## src/rtl/gsensor_pkg.sv

```systemverilog
// gsensor_pkg: register map, FSM states and address helpers for the G-sensor responder
package gsensor_pkg;
  localparam logic [5:0] ADDR_DEVID       = 6'h00;
  localparam logic [5:0] ADDR_BW_RATE     = 6'h2C;
  localparam logic [5:0] ADDR_POWER_CTL   = 6'h2D;
  localparam logic [5:0] ADDR_INT_ENABLE  = 6'h2E;
  localparam logic [5:0] ADDR_INT_MAP     = 6'h2F;
  localparam logic [5:0] ADDR_INT_SOURCE  = 6'h30;
  localparam logic [5:0] ADDR_DATA_FORMAT = 6'h31;
  localparam logic [5:0] ADDR_DATAX0      = 6'h32;
  localparam logic [5:0] ADDR_DATAX1      = 6'h33;
  localparam logic [5:0] ADDR_DATAY0      = 6'h34;
  localparam logic [5:0] ADDR_DATAY1      = 6'h35;
  localparam logic [5:0] ADDR_DATAZ0      = 6'h36;
  localparam logic [5:0] ADDR_DATAZ1      = 6'h37;
  localparam logic [5:0] ADDR_FIFO_STATUS = 6'h39;

  typedef enum logic [1:0] {IDLE, CMD, WDATA, RDATA} state_t;

  function automatic logic is_data(input logic [5:0] a);
    return a >= ADDR_DATAX0 && a <= ADDR_DATAZ1;
  endfunction

  function automatic logic is_ro(input logic [5:0] a);
    return a == ADDR_DEVID || a == ADDR_INT_SOURCE || is_data(a) || a == ADDR_FIFO_STATUS;
  endfunction
endpackage

```

## src/rtl/spi_edge_sync.sv

```systemverilog
// spi_edge_sync: synchronises SCLK/CS_N/SDI into clk and flags their edges
module spi_edge_sync #(
  parameter int SYNC_STAGES = 2
) (
  input  logic clk,
  input  logic reset_n,
  input  logic sclk,
  input  logic csn,
  input  logic sdi,
  output logic sclk_rise,
  output logic sclk_fall,
  output logic cs_rise,
  output logic cs_fall,
  output logic sdi_s
);
  logic [SYNC_STAGES-1:0] sclk_q, csn_q, sdi_q;
  logic sclk_d, csn_d;

  // SCLK and CS_N idle high, so their chains reset high to avoid a false edge after reset
  always_ff @(posedge clk or negedge reset_n)
    if (!reset_n) begin
      sclk_q <= '1;
      csn_q  <= '1;
      sdi_q  <= '0;
      sclk_d <= 1'b1;
      csn_d  <= 1'b1;
    end else begin
      sclk_q <= {sclk_q[SYNC_STAGES-2:0], sclk};
      csn_q  <= {csn_q[SYNC_STAGES-2:0], csn};
      sdi_q  <= {sdi_q[SYNC_STAGES-2:0], sdi};
      sclk_d <= sclk_q[SYNC_STAGES-1];
      csn_d  <= csn_q[SYNC_STAGES-1];
    end

  assign sclk_rise = sclk_q[SYNC_STAGES-1] & ~sclk_d;
  assign sclk_fall = ~sclk_q[SYNC_STAGES-1] & sclk_d;
  assign cs_rise   = csn_q[SYNC_STAGES-1] & ~csn_d;
  assign cs_fall   = ~csn_q[SYNC_STAGES-1] & csn_d;
  assign sdi_s     = sdi_q[SYNC_STAGES-1];
endmodule

```

## src/rtl/gsensor_spi_responder.sv

```systemverilog
// gsensor_spi_responder: ADXL345-style SPI mode-3 register responder; GSENSOR_3WIRE_EN adds 3-wire read-back on SDI
module gsensor_spi_responder
  import gsensor_pkg::*;
#(
  parameter logic [7:0] DEVID       = 8'hE5,
  parameter int         SYNC_STAGES = 2,
  parameter logic [7:0] BW_RATE_RST = 8'h0A
) (
  input  logic        clk,
  input  logic        reset_n,
  input  logic        spi_csn,
  input  logic        spi_clk,
  input  logic        spi_sdi,
  output logic        spi_sdo,
  output logic        spi_sdo_oe,
  input  logic [15:0] sample_x,
  input  logic [15:0] sample_y,
  input  logic [15:0] sample_z,
  input  logic        sample_valid,
  output logic [2:1]  int_out,
  output logic [7:0]  power_ctl,
  output logic [7:0]  data_format
`ifdef GSENSOR_3WIRE_EN
  ,
  output logic        spi_sdi_out,
  output logic        spi_sdi_oe
`endif
);
  logic sclk_rise, sclk_fall, cs_rise, cs_fall, sdi_s;

  spi_edge_sync #(.SYNC_STAGES(SYNC_STAGES)) u_sync (
    .clk(clk), .reset_n(reset_n), .sclk(spi_clk), .csn(spi_csn), .sdi(spi_sdi),
    .sclk_rise(sclk_rise), .sclk_fall(sclk_fall), .cs_rise(cs_rise), .cs_fall(cs_fall), .sdi_s(sdi_s)
  );

  state_t      state;
  logic [2:0]  bit_cnt;
  logic [7:0]  sh, tx, rx, rd_data;
  logic [7:0]  regs [64];
  logic [5:0]  addr, next_addr, rd_addr;
  logic        mb, flag, oe, sdo_q, pend, hold, last, set_flag, clr_flag;
  logic [47:0] shadow, src;

  assign rx        = {sh[6:0], sdi_s};
  assign next_addr = mb ? addr + 6'd1 : addr;
  assign rd_addr   = state == CMD ? rx[5:0] : next_addr;
  assign rd_data   = rd_addr == ADDR_INT_SOURCE ? {flag, 7'd0} : regs[rd_addr];
  assign last      = sclk_rise && bit_cnt == 3'd7;
  // a sample arriving while the frame is reading the axis registers waits in the shadow so the burst stays coherent
  assign hold      = state == RDATA && is_data(addr) && !cs_rise;
  assign set_flag  = (sample_valid && !hold) || (cs_rise && pend);
  assign clr_flag  = last && state == RDATA && is_data(addr);
  assign src       = sample_valid && !hold ? {sample_z, sample_y, sample_x} : shadow;

  // frame FSM, register file, sample capture and data-ready flag
  always_ff @(posedge clk or negedge reset_n)
    if (!reset_n) begin
      state   <= IDLE;
      bit_cnt <= 3'd0;
      sh      <= 8'd0;
      tx      <= 8'd0;
      addr    <= 6'd0;
      mb      <= 1'b0;
      flag    <= 1'b0;
      oe      <= 1'b0;
      sdo_q   <= 1'b0;
      pend    <= 1'b0;
      shadow  <= 48'd0;
      for (int i = 0; i < 64; i++) regs[i] <= 8'h00;
      regs[ADDR_DEVID]   <= DEVID;
      regs[ADDR_BW_RATE] <= BW_RATE_RST;
    end else begin
      if (cs_rise) begin
        state <= IDLE;
        oe    <= 1'b0;
        pend  <= 1'b0;
      end else if (cs_fall) begin
        state   <= CMD;
        bit_cnt <= 3'd0;
      end else if (state != IDLE) begin
        if (sclk_rise) begin
          sh      <= rx;
          bit_cnt <= bit_cnt + 3'd1;
        end
        if (last && state == CMD) begin
          mb    <= rx[6];
          addr  <= rx[5:0];
          tx    <= rd_data;
          state <= rx[7] ? RDATA : WDATA;
        end
        if (last && state == WDATA) begin
          if (!is_ro(addr)) regs[addr] <= rx;
          addr <= next_addr;
        end
        if (last && state == RDATA) begin
          addr <= next_addr;
          tx   <= rd_data;
        end
        if (sclk_fall && state == RDATA) begin
          sdo_q <= tx[7];
          tx    <= {tx[6:0], 1'b0};
          oe    <= 1'b1;
        end
      end
      if (sample_valid && hold) begin
        shadow <= {sample_z, sample_y, sample_x};
        pend   <= 1'b1;
      end
      if (set_flag)
        for (int i = 0; i < 6; i++) regs[ADDR_DATAX0 + 6'(i)] <= src[8*i +: 8];
      flag <= set_flag ? 1'b1 : clr_flag ? 1'b0 : flag;
    end

  // data-ready interrupt, routed to INT1 or INT2 by INT_MAP bit7
  always_ff @(posedge clk or negedge reset_n)
    if (!reset_n) int_out <= 2'b00;
    else int_out <= {flag & regs[ADDR_INT_ENABLE][7] & regs[ADDR_INT_MAP][7],
                     flag & regs[ADDR_INT_ENABLE][7] & ~regs[ADDR_INT_MAP][7]};

  assign power_ctl   = regs[ADDR_POWER_CTL];
  assign data_format = regs[ADDR_DATA_FORMAT];
  assign spi_sdo     = sdo_q;
`ifdef GSENSOR_3WIRE_EN
  assign spi_sdo_oe  = oe & ~data_format[6];
  assign spi_sdi_out = sdo_q;
  assign spi_sdi_oe  = oe & data_format[6];
`else
  assign spi_sdo_oe  = oe;
`endif
endmodule

```

## config.mk

```make
export PLATFORM = sky130hd
export DESIGN_NAME = gsensor_spi_responder
export DESIGN_NICKNAME = d
export VERILOG_FILES = /design/src/rtl/gsensor_pkg.sv /design/src/rtl/spi_edge_sync.sv /design/src/rtl/gsensor_spi_responder.sv
export SDC_FILE = /design/constraint.sdc
export NUM_CORES = 1
export LEC_CHECK = 0
export CAP_MARGIN = 20
export CORE_ASPECT_RATIO = 0.7
export CORE_MARGIN = 2
export CORE_UTILIZATION = 40
export CTS_BUF_LIST = sky130_fd_sc_hd__clkbuf_2
export DETAILED_ROUTE_END_ITERATION = 12
export PLACE_DENSITY_LB_ADDON = 0.05
export SLEW_MARGIN = 30
export SYNTH_ARGS = -nofsm -noshare
export SYNTH_HDL_FRONTEND = slang
export SYNTH_SLANG_ARGS = --single-unit
```

## constraint.sdc

```tcl
create_clock -name clk -period 8.7 [get_ports clk]
set_input_delay 0.87 -clock clk [delete_from_list [all_inputs] [get_ports clk]]
set_output_delay 0.87 -clock clk [all_outputs]
set_load 0.01 [all_outputs]
```

# Yosys cells after proc, flatten, opt, wreduce, memory -nomap -nowiden
# Cells that the tools add are included.
# word_totals
input_bits,54
reg_bits,601
out_inout_bits,20
# op_classes
n_reduce_logical,43
n_eq_ne,11
n_addsub,2
mux,38
order_cmp,5
bitwise,17
# ops
cell,count
2-to-1 mux 112 bit,5
bitwise mux 512 bit,1
2-to-1 mux 48 bit,2
2-to-1 mux 8 bit,7
binary-select mux 8 bit (select 6 bit),1
demux 8 bit (select 6 bit),1
2-to-1 mux 6 bit,5
AND reduction 4 bit,5
equality test 6 bit (second input constant),3
nonzero test 2 bit,9
greater-or-equal comparator 7 bit (second input constant),2
NOT 6 -> 7 bit,2
logical AND 1 bit,13
nonzero test 3 bit,4
AND reduction 5 bit,2
2-to-1 mux 1 bit,9
2-to-1 mux 3 bit,3
2-to-1 mux 2 bit,4
NOT 1 bit,8
bitwise AND 1 bit,7
< comparator 7 x 1 -> 1 bit (second input constant),1
adder 6 x 1 -> 6 bit (second input constant),1
greater-or-equal comparator 6 bit (second input constant),1
less-or-equal comparator 6 bit (second input constant),1
11 further kinds,19

# Logic depth before layout (Yosys ltp)
# Gate-level depths: netlist (run 1).
# logic_depth
depth_word,12
mapped_depth,15
depth_no_buf,10

# Modules after synthesis
# From an unflattened synthesis (run 1), not the netlist that was laid out.
# unflattened
cells_unflattened,2056
area_unflattened_um2,28288.4
# modules_own_cells
mod,cells_per_inst,instances,area_each_um2
gsensor_spi_responder,2044,1,28045.6
spi_edge_sync,12,1,242.7

# Worst setup path before layout (run 1)
# OpenSTA, ideal clock, no wires.
# synth_path
path_type,flip-flop to flip-flop
startpoint,reg addr[1]
endpoint,reg tx[2]
t_arrival_ns,2.686
n_path_buf,2
setup_time_ns,0.092
slack_ns,5.923
stages_incl_launch_ff,12
required_ns,8.608
cell_sequence,dfrtp_1 buf_4 inv_1 ha_1 mux2_4 o21a_1 buf_6 mux2i_1 a221oi_1 nor4_1 or4_1 o31ai_2
# synth_via
elab_chain_cells,11
word_cells_on_any_way,12
classes_between,add/sub (1); eq/ne (1); mux (9); bitwise (1)
# synth_rtl
item,line_no,text
start: declaration,gsensor_spi_responder.sv:40,"logic [5:0] addr, next_addr, rd_addr;"
start signal: assignment,gsensor_spi_responder.sv:87,addr <= rx[5:0];
start signal: assignment,gsensor_spi_responder.sv:93,addr <= next_addr;
start signal: assignment,gsensor_spi_responder.sv:96,addr <= next_addr;
adder 6 x 1 -> 6 bit,gsensor_spi_responder.sv:45,assign next_addr = mb ? addr + 6'd1 : addr;
2-to-1 mux 6 bit (*),gsensor_spi_responder.sv:45,
2-to-1 mux 6 bit (*),gsensor_spi_responder.sv:46,assign rd_addr = state == CMD ? rx[5:0] : next_addr;
NOT 6 -> 7 bit (implied by the code),gsensor_spi_responder.sv:47,"assign rd_data = rd_addr == ADDR_INT_SOURCE ? {flag, 7'd0} : regs[rd_addr];"
binary-select mux 8 bit (select 6 bit),gsensor_spi_responder.sv:47,
2-to-1 mux 8 bit (implied by the code) (2 in series),gsensor_spi_responder.sv:47,
2-to-1 mux 8 bit (*),gsensor_spi_responder.sv:47,
2-to-1 mux 8 bit,gsensor_spi_responder.sv:85,if (last && state == CMD) begin
2-to-1 mux 8 bit (*),gsensor_spi_responder.sv:95,if (last && state == RDATA) begin
2-to-1 mux 8 bit (*),gsensor_spi_responder.sv:99,if (sclk_fall && state == RDATA) begin
end signal: assignment,gsensor_spi_responder.sv:88,tx <= rd_data;
end signal: assignment,gsensor_spi_responder.sv:97,tx <= rd_data;
end signal: assignment,gsensor_spi_responder.sv:101,"tx <= {tx[6:0], 1'b0};"
end: declaration,gsensor_spi_responder.sv:38,"logic [7:0] sh, tx, rx, rd_data;"
# Mark *: on every way between the ends. The rest lies on a longest branch, timed or not. The select of a mux whose other input is x is not followed.
# A chain may end at the register's enable or synchronous reset.

# Final worst setup path (run 1)
# layout_path
startpoint,reg addr[1]
endpoint,reg tx[3]
# Same word-level chain as after synthesis.

==> results of run 1 <==
==> registers in the layout, summed over array words and instances, names as in the netlist, 3 cells and up <==
signal / flops
power_ctl: 8
bit_cnt: 3
tx: 8
data_format: 8
shadow: 48
sh: 7
addr: 6
regs: 496
==> power breakdown <==
| part | switching [mW] | internal [mW] |
|---|---|---|
| clock network | 1.23 | 0.831 |
| logic | 0.773 | 0.247 |
| registers | 0.0355 | 2.83 |
| total | 2.04 | 3.91 |
==> layout by cell type, fill, tap and decap left out, types with 6 or more instances in the layout <==
cell type / instances
sky130_fd_sc_hd__nor3b_1: 6
sky130_fd_sc_hd__clkinv_1: 32
sky130_fd_sc_hd__a21oi_1: 70
sky130_fd_sc_hd__a221oi_1: 10
sky130_fd_sc_hd__nand3b_1: 8
sky130_fd_sc_hd__nor2b_1: 6
sky130_fd_sc_hd__dlygate4sd3_1: 24
sky130_fd_sc_hd__mux2_2: 525
sky130_fd_sc_hd__nor2_2: 31
sky130_fd_sc_hd__o21ai_0: 21
sky130_fd_sc_hd__clkdlybuf4s50_1: 72
sky130_fd_sc_hd__nor2_1: 89
sky130_fd_sc_hd__clkbuf_2: 232
sky130_fd_sc_hd__dfrtp_2: 8
sky130_fd_sc_hd__dfrtp_1: 580
sky130_fd_sc_hd__mux4_2: 49
sky130_fd_sc_hd__mux2i_1: 47
sky130_fd_sc_hd__buf_4: 20
sky130_fd_sc_hd__and2_1: 6
sky130_fd_sc_hd__buf_12: 6
sky130_fd_sc_hd__o22ai_1: 7
sky130_fd_sc_hd__a31oi_1: 15
sky130_fd_sc_hd__nand2_1: 340
sky130_fd_sc_hd__inv_1: 8
sky130_fd_sc_hd__a32oi_1: 9
sky130_fd_sc_hd__a221o_1: 52
sky130_fd_sc_hd__ha_1: 8
sky130_fd_sc_hd__a22oi_1: 12
sky130_fd_sc_hd__nand4_1: 17
sky130_fd_sc_hd__nand3_1: 83
sky130_fd_sc_hd__and3_1: 16
sky130_fd_sc_hd__nor3_1: 11
sky130_fd_sc_hd__a211oi_1: 6
sky130_fd_sc_hd__dfstp_2: 13
==> per-layer routing <==
layer	global-route usage [%]	part of all wire, %	vias up	wire length, µm
met2	34.83	43	564	37560
met4	6.407	1.4	2	1247
met1	37.60	50	10554	44090
met3	5.729	6.0	114	5285
met5	0	0.061	-	54
li1	-	-	8665	-
==> final cells by class <==
class                   instances  area (µm²)
diodes                          5       12.51
clock buffers                 232        1161
clock inverters                47       300.3
fillers                      6621       38490
inverters                       9       33.78
multi-input cells            1533       12550
flip-flops and latches        601       15070
well taps                     954        1194
repair buffers                127        1324
==> cells by family after synthesis <==
kind of cell	count (synthesis)	share of synthesized area (%)
simple gates	637	9.982
mux	629	26.71
fa+ha+maj	8	0.3512
xor+xnor	4	0.1229
flops	601	52.82
buf+inv	195	3.398
compound gates	255	6.620
==> through the flow <==
stage | cell area, µm² | hold slack (ps) | std cells | worst slack [ps] | utilization [%]
after floorplan | 28500 | 331.2 | 2329 | 5923 | -
after CTS | 31590 | 2.182 | 3502 | 3646 | 45.04
final | 31640 | 99.01 | 3508 | 3611 | 45.11
after global placement | 29850 | 336.0 | 3198 | 3731 | 42.56
after detailed placement | 29860 | 337.2 | 3198 | 3728 | 42.57
after global routing | 31630 | 56.88 | 3505 | 3238 | 45.10
==> critical path: cells and delay by family, from the launching register on <==
kind / cells / cell delay, ps
flip-flops: 1 / 620
multiplexers: 1 / 290
adder cells (fa/ha/maj): 1 / 340
AO/OA/AOI/OAI: 5 / 1800
AND/OR/NAND/NOR: 2 / 540
buffers and inverters: 3 / 1360
==> how the worst min path moves through the flow <==
stage | cells after the start | endpoint | slack, ps
after floorplan | 0 | u_sync.sdi_q[1] | 330
after global placement | 0 | u_sync.sdi_q[1] | 340
after detailed placement | 0 | u_sync.sdi_q[1] | 340
after CTS | 2 | regs[90] | 2
after global routing | 3 | addr[1] | 60
final | 3 | regs[177] | 100
==> what timing repair did <==
item | CTS | global route
hold buffers | 25 | 0
gates resized for setup | 0 | 0
endpoints found under the hold margin | 121 | 0
==> impl_summary.log, run 1 <==
INFO  metric post_synth.cell_area_avg = 12.24 µm²
INFO  metric h-tree-depth = 4
INFO  metric nets_in_the_synthesized_netlist = about 2,400
INFO  metric tightestPinTransition = between 900 and 1000 ps
INFO  metric nets = ~2,500
INFO  metric ios = 74
INFO  metric timing.critical_path.fanout_max = 55
INFO  metric startpoint = addr[1]
INFO  metric pwr_density_cell = about 190 nW/µm²
INFO  metric yosysUniqueCellTypes = 77
INFO  metric synth-edff-count = 0
INFO  metric ys_seq_elements = 601
INFO  metric clkSlewWorstSetupHoldPaths = between 100 and 150 ps
INFO  metric cts_root_buffer = sky130_fd_sc_hd__clkbuf_2
INFO  metric overflow = 0
INFO  metric total_power = between 5 and 6 mW
INFO  metric max_cap_violations = 0
INFO  metric yosysSeqAreaShare = ~53%
INFO  metric cts_tree = done
INFO  metric cts_inserted_buffers = about 160
INFO  metric syn2layout_area_growth = 11.00%
INFO  metric netlist_top_cells_count = 588 x sky130_fd_sc_hd__dfrtp_1, 525 x sky130_fd_sc_hd__mux2_2, 341 x sky130_fd_sc_hd__nand2_1, 94 x sky130_fd_sc_hd__clkbuf_1, 91 x sky130_fd_sc_hd__nor2_1
INFO  metric critical_path.reg2reg.startpoint = addr[1]
INFO  metric leak_pwr = between 10 and 15 nW
INFO  metric vias_per_cell = about 5.7
INFO  metric placement_rows = 81
INFO  metric max_slew_headroom = 36.05%
INFO  metric largest_net_degree_at_the_start_of_global_routing = around 160
INFO  metric reg2regPathDepth = 12
INFO  metric synthesis.area = roughly 29,000 µm²
INFO  metric critPathKind = reg -> reg
INFO  metric drt_iter0_drc = around 1,500
INFO  metric post-route-period-util = 58.49%
INFO  metric cts_max_path_buffers = 3
INFO  metric dieArea = 73,440 µm²
INFO  metric netlist_instances = 2,329
INFO  metric cts_sinks = around 600
INFO  metric timing.critical_path.slowest_cell_delay = about 730 ps
INFO  metric drt_first_pass_iters = 6
INFO  metric hpwlAfterDp = 53,810 µm
INFO  metric grtUsageTotal = approximately a quarter
INFO  metric critPathCapture = tx[3]
INFO  metric die_h = about 230 µm
INFO  metric number_of_antenna_violations_at_the_first_check_in_global_routing = 3
INFO  metric synth.most_common_cell = sky130_fd_sc_hd__dfrtp_1
INFO  metric gp_routability_congestion = 0.8366
INFO  metric synthArstFlopShare = 100.0%
INFO  metric final_max_slew_viol_count = 0
INFO  metric postRouteAntennaNets = 0
INFO  metric report.final.hold_viol_count = 0
INFO  metric yosys_most_used_dff = sky130_fd_sc_hd__dfrtp_1
INFO  metric worstPathRequired = 10,050 ps
INFO  metric period_minus_slack = approximately 5100 ps
INFO  metric crit_path_cell_trace = inv_1, ha_1, mux2_4, o21ai_4, buf_4, buf_4, nand2_1, a32oi_1, a31oi_1, o21ai_0, nand4_1, o21ai_1
INFO  metric dr_total_vias = approximately 20,000
INFO  metric reg2reg_slack = around 3600 ps
INFO  metric start_util = 40.64%
INFO  metric timing.setup.tns = 0 ps
INFO  metric wl_per_cell = 25.15 µm
INFO  metric timing.critical_path.mode_cell = sky130_fd_sc_hd__buf_4
INFO  metric synth_top_area_cell = sky130_fd_sc_hd__dfrtp_1
INFO  metric start_kind = flop
INFO  metric end_kind = flop
INFO  metric yosys_warnings = 0
INFO  metric vdd_ir_drop_max = ~0.00018 V
INFO  metric floorplan.die.width = 323.1 µm
INFO  metric rsz_0062_raised_after_global_routing = false
INFO  metric routed_wl = roughly 90,000 µm
INFO  metric core_area = 70,130 µm²
INFO  metric cts_setup_buffers = 0
INFO  metric critPathArrivalTime = 6440 ps
INFO  metric timing.final.setup_violations = 0
INFO  metric grt_pass1_vias = 20,059
INFO  metric result_of_the_run = complete, no violations
INFO  metric achievable-frequency = 196.5 MHz
INFO  metric synth_top_cell_area_share = 51.62%
INFO  metric r2r-end = tx[3]
INFO  metric post_route_clock_skew = 143.6 ps
INFO  metric drc = 0
INFO  metric min_path_type = in -> async
INFO  metric clk_latency = roughly 1400 ps
INFO  metric critPathSlowestCell = sky130_fd_sc_hd__buf_4
INFO  metric grt_pass1_wl = ~130,000 µm
INFO  metric place.port_buffers = 73
INFO  metric share_of_post_route_cells_with_drive_strength_above_1 = a little under two fifths
INFO  metric post_synth_main_area_contributors = sky130_fd_sc_hd__dfrtp_1 52%, sky130_fd_sc_hd__mux2_2 21%, sky130_fd_sc_hd__nand2_1 4.5%, sky130_fd_sc_hd__mux4_2 3.9%, sky130_fd_sc_hd__a221o_1 1.8%
Note: power is estimated with default switching activity, not from simulation.
==> inputs of run 2 (changes only) <==
==> constraint.sdc (replaced) <==
create_clock -name clk -period 5.3 [get_ports clk]
set_input_delay 0.53 -clock clk [delete_from_list [all_inputs] [get_ports clk]]
set_output_delay 0.53 -clock clk [all_outputs]
set_load 0.01 [all_outputs]
==> impl_summary.log, run 2 (synthesis results as in run 1) <==
INFO  metric layout.cells.most_common = sky130_fd_sc_hd__dfrtp_1
INFO  metric critPathSlowestCell = sky130_fd_sc_hd__dfrtp_1
INFO  metric drc = 0 (unchanged)
INFO  metric max_slew_headroom = 36.89% (+0.83 points)
INFO  metric crit_path_cell_trace = nand2b_1, buf_4, mux2_4, buf_4, a211oi_1, a32oi_1, a31oi_1, o21ai_0, nand4_1, o21ai_1
INFO  metric ios = 74 (unchanged)
INFO  metric cts_repair_resized_insts = 0 (unchanged)
INFO  metric cts_sinks = 601 (unchanged)
INFO  metric critical_path.reg2reg.startpoint = state[1]
INFO  metric critical-path-top-delay-family = compound AO/OA/AOI/OAI gates
INFO  metric cts_setup_buffers = 0 (unchanged)
INFO  metric largest_register_ff_count = 496 (unchanged)
INFO  metric clkSlewWorstSetupHoldPaths = 110 ps (about the same)
INFO  metric post_route_clock_skew = 101.0 ps (-42.66 ps)
INFO  metric pwr_density_cell = 302.6 nW/µm² (+61%)
INFO  metric min_path_type = in -> reg
INFO  metric cts_tree = done
INFO  metric largestRegisters = regs (496), shadow (48)
INFO  metric nets = 2,545 (+2.2%)
INFO  metric end_kind = flop
INFO  metric core_area = 70,130 µm² (unchanged)
INFO  metric achievable-frequency = 225.1 MHz (+15%)
INFO  metric syn2layout_area_growth = 12.57%
INFO  metric cts_root_buffer = sky130_fd_sc_hd__clkbuf_2
INFO  metric max_flop_register = regs
INFO  metric place.port_buffers = 73 (unchanged)
INFO  metric die_h = 227.3 µm (unchanged)
INFO  metric rsz_0062_raised_after_global_routing = false
INFO  metric dieArea = 73,440 µm² (unchanged)
INFO  metric final_max_slew_viol_count = 0 (unchanged)
INFO  metric final.setup.worst_slack = 856.9 ps (-2754 ps)
INFO  metric placement_rows = 81 (unchanged)
INFO  metric max_cap_violations = 0 (unchanged)
INFO  metric dr_total_vias = 20,044 (+0.73%)
INFO  metric h-tree-depth = 4 (unchanged)
INFO  metric tightestPinTransition = 946.7 ps (-12.49 ps)
INFO  metric number_of_antenna_violations_at_the_first_check_in_global_routing = 3 (unchanged)
INFO  metric critPathBufInv = 2 (-1)
INFO  metric timing.critical_path.slowest_cell_delay = 960 ps (+230 ps)
INFO  metric result_of_the_run = complete, no violations
INFO  metric report.final.hold_viol_count = 0 (unchanged)
INFO  metric leak_pwr = 15.11 nW (+1.5%)
INFO  metric post-route-period-util = 83.83% (+25 points)
INFO  metric critPathArrivalTime = 5720 ps (-720 ps)
INFO  metric timing.critical_path.fanout_max = 44 (-20%)
INFO  metric overflow = 0 (unchanged)
INFO  metric timing.final.setup_violations = 0 (unchanged)
INFO  metric grtUsageTotal = 25.06% (+0.45 points)
INFO  metric startpoint = state[1]
INFO  metric vias_per_cell = 5.632 (-0.71%)
INFO  metric wl_per_cell = 24.89 µm (-1.0%)
INFO  metric gp_routability_congestion = 0.8485 (+1.4%)
INFO  metric worstPathRequired = 6570 ps (-3480 ps)
INFO  metric placement.setup.worst_slack = 912.9 ps (-2815 ps)
INFO  metric most-common-layout-cells = 580 x sky130_fd_sc_hd__dfrtp_1, 525 x sky130_fd_sc_hd__mux2_2, 340 x sky130_fd_sc_hd__nand2_1
INFO  metric largest_net_degree_at_the_start_of_global_routing = 128 (-18%)
INFO  metric start_kind = flop
INFO  metric grt_pass1_vias = 20,894 (+4.2%)
INFO  metric start_util = 40.64% (unchanged)
INFO  metric grt_pass1_wl = 136,300 µm (+1.9%)
INFO  metric cts_max_path_buffers = 3 (unchanged)
INFO  metric drt_first_pass_iters = 5 (-1)
INFO  metric drt_iter0_drc = 1,542 (+1.4%)
INFO  metric share_of_post_route_cells_with_drive_strength_above_1 = 36.74% (+0.064 points)
INFO  metric critPathKind = reg -> reg
INFO  metric period_minus_slack = 4443 ps (-645.9 ps)
INFO  metric cts_inserted_buffers = 155 (-0.64%)
INFO  metric final_util = 45.75% (+0.64 points)
INFO  metric clk_latency = 1370 ps (-60 ps)
INFO  metric hpwlAfterDp = 56,720 µm (+5.4%)
INFO  metric floorplan.die.width = 323.1 µm (unchanged)
INFO  metric postRouteAntennaNets = 0 (unchanged)
INFO  metric vdd_ir_drop_max = 0.0002051 V (+13%)
INFO  metric timing.hold.worst.start = spi_sdi
INFO  metric routed_wl = 88,590 µm (+0.40%)
INFO  metric timing.setup.tns = 0 ps (unchanged)
INFO  metric timing.critical_path.mode_cell = sky130_fd_sc_hd__buf_4
run 2: changes by cell type in the layout (fill, tap and decap cells not counted), sizes merged:
cell / previous run / this run
bufinv: 4 / 1
clkbuf: 232 / 234
diode: 5 / 6
clkinv: 38 / 31
buf: 31 / 55
dlygate4sd3: 24 / 56
inv: 13 / 15
run 2: what timing repair did:
| item | 4_1_cts | 5_1_grt |
|---|---|---|
| endpoints found under the hold margin | 692 | 0 |
| hold buffers | 57 | 0 |
| setup endpoints to repair | 0 | 0 |
run 2: worst register-to-register path, cell delays in order, from the launching register on:
cell and delay, ps:
sky130_fd_sc_hd__dfrtp_1 960, sky130_fd_sc_hd__nand2b_1 290, sky130_fd_sc_hd__buf_4 290, sky130_fd_sc_hd__mux2_4 700, sky130_fd_sc_hd__buf_4 430, sky130_fd_sc_hd__a211oi_1 200, sky130_fd_sc_hd__a32oi_1 230, sky130_fd_sc_hd__a31oi_1 170
sky130_fd_sc_hd__o21ai_0 640, sky130_fd_sc_hd__nand4_1 270, sky130_fd_sc_hd__o21ai_1 190
run 2: per-stage QoR:
stage	cell area (µm²)	cells	hold WS, ps	total power, mW
after floorplan	28500	2329	234.4	5.693
after global placement	30090	3222	344.9	6.526
after detailed placement	30110	3223	344.1	6.530
final	32090	3559	148.3	9.710
after CTS	32060	3553	4.433	9.833
after global routing	32090	3559	4.349	10.21
run 2: cell type report:
cell class                 instances  area (µm²)
clock buffer                     234        1171
tap                              954        1194
timing repair buffer             183        1867
fill                            6635       38050
inverter                           9       33.78
clock inverter                    39       192.7
multi-input combinational       1533       12550
sequential                       601       15070
antenna                            6       15.01
run 2: where the power goes:
group	internal, mW	switching [mW]	total, mW
clock	1.22	2.00	3.22
sequential	4.65	0.101	4.75
combinational	0.459	1.28	1.74
total	6.33	3.38	9.71
run 2: metal layers:
metal	track usage [%]	share of wire, %
met2	34.87	42
met4	7.577	1.9
met5	0	0.033
met3	5.738	5.9
met1	38.44	51
run 2: final timing paths:
path / end / slack (ps) / cells after the start
max reg2reg: tx[3] / 860 / 10
min reg2reg: u_sync.sdi_q[1] / 360 / 0
max: tx[3] / 860 / 10
max in group asynchronous: regs[435] / 4060 / 4
min in group asynchronous: regs[153] / 290 / 3
min: u_sync.sdi_q[0] / 150 / 2
==> inputs of run 3 (changes only) <==
==> constraint.sdc (replaced) <==
create_clock -name clk -period 4.4 [get_ports clk]
set_input_delay 0.44 -clock clk [delete_from_list [all_inputs] [get_ports clk]]
set_output_delay 0.44 -clock clk [all_outputs]
set_load 0.01 [all_outputs]
==> impl_summary.log, run 3 (synthesis results as in run 1) <==
INFO  metric p_int = 7.883 mW (+24%)
INFO  metric final.fill_count = 6,586 (-0.74%)
INFO  metric largestRegisters = regs (496), shadow (48)
INFO  metric end_kind = flop
INFO  metric number_of_antenna_violations_at_the_first_check_in_global_routing = 6 (+3)
INFO  metric cts_root_buffer = sky130_fd_sc_hd__clkbuf_2
INFO  metric final_util = 46.02% (+0.27 points)
INFO  metric largest_net_degree_at_the_start_of_global_routing = 121 (-5.5%)
INFO  metric worst_hold_slack = 215.1 ps (+66.79 ps)
INFO  metric leak_pwr = 15.24 nW (+0.86%)
INFO  metric seqPwrFrac = 48.0% (-0.9 points)
INFO  metric start_kind = flop
INFO  metric drt_iter0_drc = 1,639 (+6.3%)
INFO  metric dr_total_vias = 20,100 (+0.28%)
INFO  metric critPathArrivalTime = 5280 ps (-440 ps)
INFO  metric cts_inserted_buffers = 157 (+1.3%)
INFO  metric max_flop_register = regs
INFO  metric h-tree-depth = 4 (unchanged)
INFO  metric routed_wl = 88,680 µm (+0.11%)
INFO  metric largest_register_ff_count = 496 (unchanged)
INFO  metric pwr-share-clk = 34.6% (+1.5 points)
INFO  metric syn2layout_area_growth = 13.23%
INFO  metric final_max_slew_viol_count = 0 (unchanged)
INFO  metric achievable-frequency = 245.3 MHz (+9.0%)
INFO  metric most-common-layout-cells = 580 x sky130_fd_sc_hd__dfrtp_1, 525 x sky130_fd_sc_hd__mux2_2, 340 x sky130_fd_sc_hd__nand2_1
INFO  metric ios = 74 (unchanged)
INFO  metric switching_share = 33.90% (-0.89 points)
INFO  metric grtUsageTotal = 24.84% (-0.22 points)
INFO  metric timing.final.setup_violations = 0 (unchanged)
INFO  metric dieArea = 73,440 µm² (unchanged)
INFO  metric min_path_type = in -> reg
INFO  metric cts_tree = done
INFO  metric nets = 2,559 (+0.55%)
INFO  metric placement_rows = 81 (unchanged)
INFO  metric tightestPinTransition = 922.9 ps (-23.80 ps)
INFO  metric grt_pass1_wl = 135,200 µm (-0.76%)
INFO  metric floorplan.die.width = 323.1 µm (unchanged)
INFO  metric post-route-period-util = 92.65% (+8.8 points)
INFO  metric worstPathRequired = 5600 ps (-970 ps)
INFO  metric period_minus_slack = 4077 ps (-366.5 ps)
INFO  metric vdd_ir_drop_max = 0.0002062 V (+0.56%)
INFO  metric vias_per_cell = 5.635 (about the same)
INFO  metric pwr_density_cell = 369.5 nW/µm² (+22%)
INFO  metric share_of_post_route_cells_with_drive_strength_above_1 = 37.31% (+0.56 points)
INFO  metric placed_cells = 3,234 (+0.34%)
INFO  metric final.setup.worst_slack = 323.4 ps (-533.5 ps)
INFO  metric cts_sinks = 601 (unchanged)
INFO  metric hpwlAfterDp = 57,140 µm (+0.73%)
INFO  metric grt_pass1_vias = 20,540 (-1.7%)
INFO  metric layout_cells_excl_fill = 3,567 (+0.22%)
INFO  metric cts_repair_resized_insts = 0 (unchanged)
INFO  metric core_area = 70,130 µm² (unchanged)
INFO  metric overflow = 0 (unchanged)
INFO  metric p_sw = 4.042 mW (+20%)
INFO  metric post_route_clock_skew = 87.17 ps (-13.79 ps)
INFO  metric cts_max_path_buffers = 3 (unchanged)
INFO  metric clk_latency = 1370 ps (about the same)
INFO  metric wl_per_cell = 24.86 µm (-0.12%)
INFO  metric postRouteAntennaNets = 0 (unchanged)
INFO  metric start_util = 40.64% (unchanged)
INFO  metric critPathKind = reg -> reg
INFO  metric place.port_buffers = 73 (unchanged)
INFO  metric timing.setup.tns = 0 ps (unchanged)
INFO  metric clkSlewWorstSetupHoldPaths = 100 ps (about the same)
INFO  metric timing.critical_path.fanout_max = 10 (-77%)
INFO  metric placement.setup.worst_slack = 493.0 ps (-419.8 ps)
INFO  metric rsz_0062_raised_after_global_routing = false
INFO  metric result_of_the_run = complete, no violations
INFO  metric gp_routability_congestion = 0.8537 (+0.61%)
INFO  metric drc = 0 (unchanged)
INFO  metric die_h = 227.3 µm (unchanged)
INFO  metric combPwrFrac = 17.4% (-0.5 points)
INFO  metric max_slew_headroom = 38.10% (+1.2 points)
INFO  metric layout.cells.most_common = sky130_fd_sc_hd__dfrtp_1
INFO  metric drt_first_pass_iters = 5 (unchanged)
INFO  metric max_cap_violations = 0 (unchanged)
INFO  metric report.final.hold_viol_count = 0 (unchanged)
-- run 3: path summary, 6_finish.rpt --
kind,slack [ps],endpoint,from,cells after the start
max,320,regs[365],addr[0],8
min,220,pend,sample_valid,4
max reg2reg,320,regs[365],addr[0],8
min reg2reg,330,u_sync.sdi_q[1],u_sync.sdi_q[0],0
max in group asynchronous,3270,sh[4],reset_n,4
min in group asynchronous,370,regs[57],reset_n,4
-- run 3: area by class of cell --
cell class / count / area (µm²) / share of cell area, %
multi-input cells: 1533 / 12540 / 38.84
clock buffers: 237 / 1186 / 3.675
well taps: 954 / 1194 / 3.698
inverters: 9 / 33.78 / 0.1047
flip-flops and latches: 601 / 15070 / 46.68
clock inverters: 33 / 260.3 / 0.8064
repair buffers: 195 / 1986 / 6.152
diodes: 5 / 12.51 / 0.03877
-- run 3: worst max-delay path, stage by stage (launching register included) --
cell	delay [ps]
sky130_fd_sc_hd__dfrtp_1	550
sky130_fd_sc_hd__inv_1	180
sky130_fd_sc_hd__ha_1	230
sky130_fd_sc_hd__o31ai_1	610
sky130_fd_sc_hd__o2111ai_1	410
sky130_fd_sc_hd__nand2b_1	320
sky130_fd_sc_hd__nor3_2	630
sky130_fd_sc_hd__nand2_1	540
sky130_fd_sc_hd__mux2_1	450
-- run 3: per-stage QoR --
step                      power, mW  instance area [µm²]
final                         11.93                32270
after floorplan               6.858                28500
after global placement        7.843                30200
after detailed placement      7.848                30200
after CTS                     12.08                32230
after global routing          12.54                32270
-- run 3: layer usage --
layer	global-route usage [%]	vias up	part of all wire (%)
li1	-	8807	-
met1	38.60	10591	51
met2	34.12	590	41
met3	5.791	112	6.1
met4	6.947	0	1.6
met5	0	-	0
-- run 3: power by group through the flow --
stage	clock network [mW]	logic [mW]	registers, mW
finish	4.13	2.07	5.73
global route	4.59	2.21	5.74
CTS	4.29	2.06	5.72
detailed placement	0	2.02	5.83
global placement	0	2.01	5.83
floorplan	0	1.11	5.74
-- run 3: timing repair --
action | 4_1_cts | 5_1_grt
hold buffers | 57 | 0
endpoints found under the hold margin | 693 | 0
setup buffers | 0 | 0
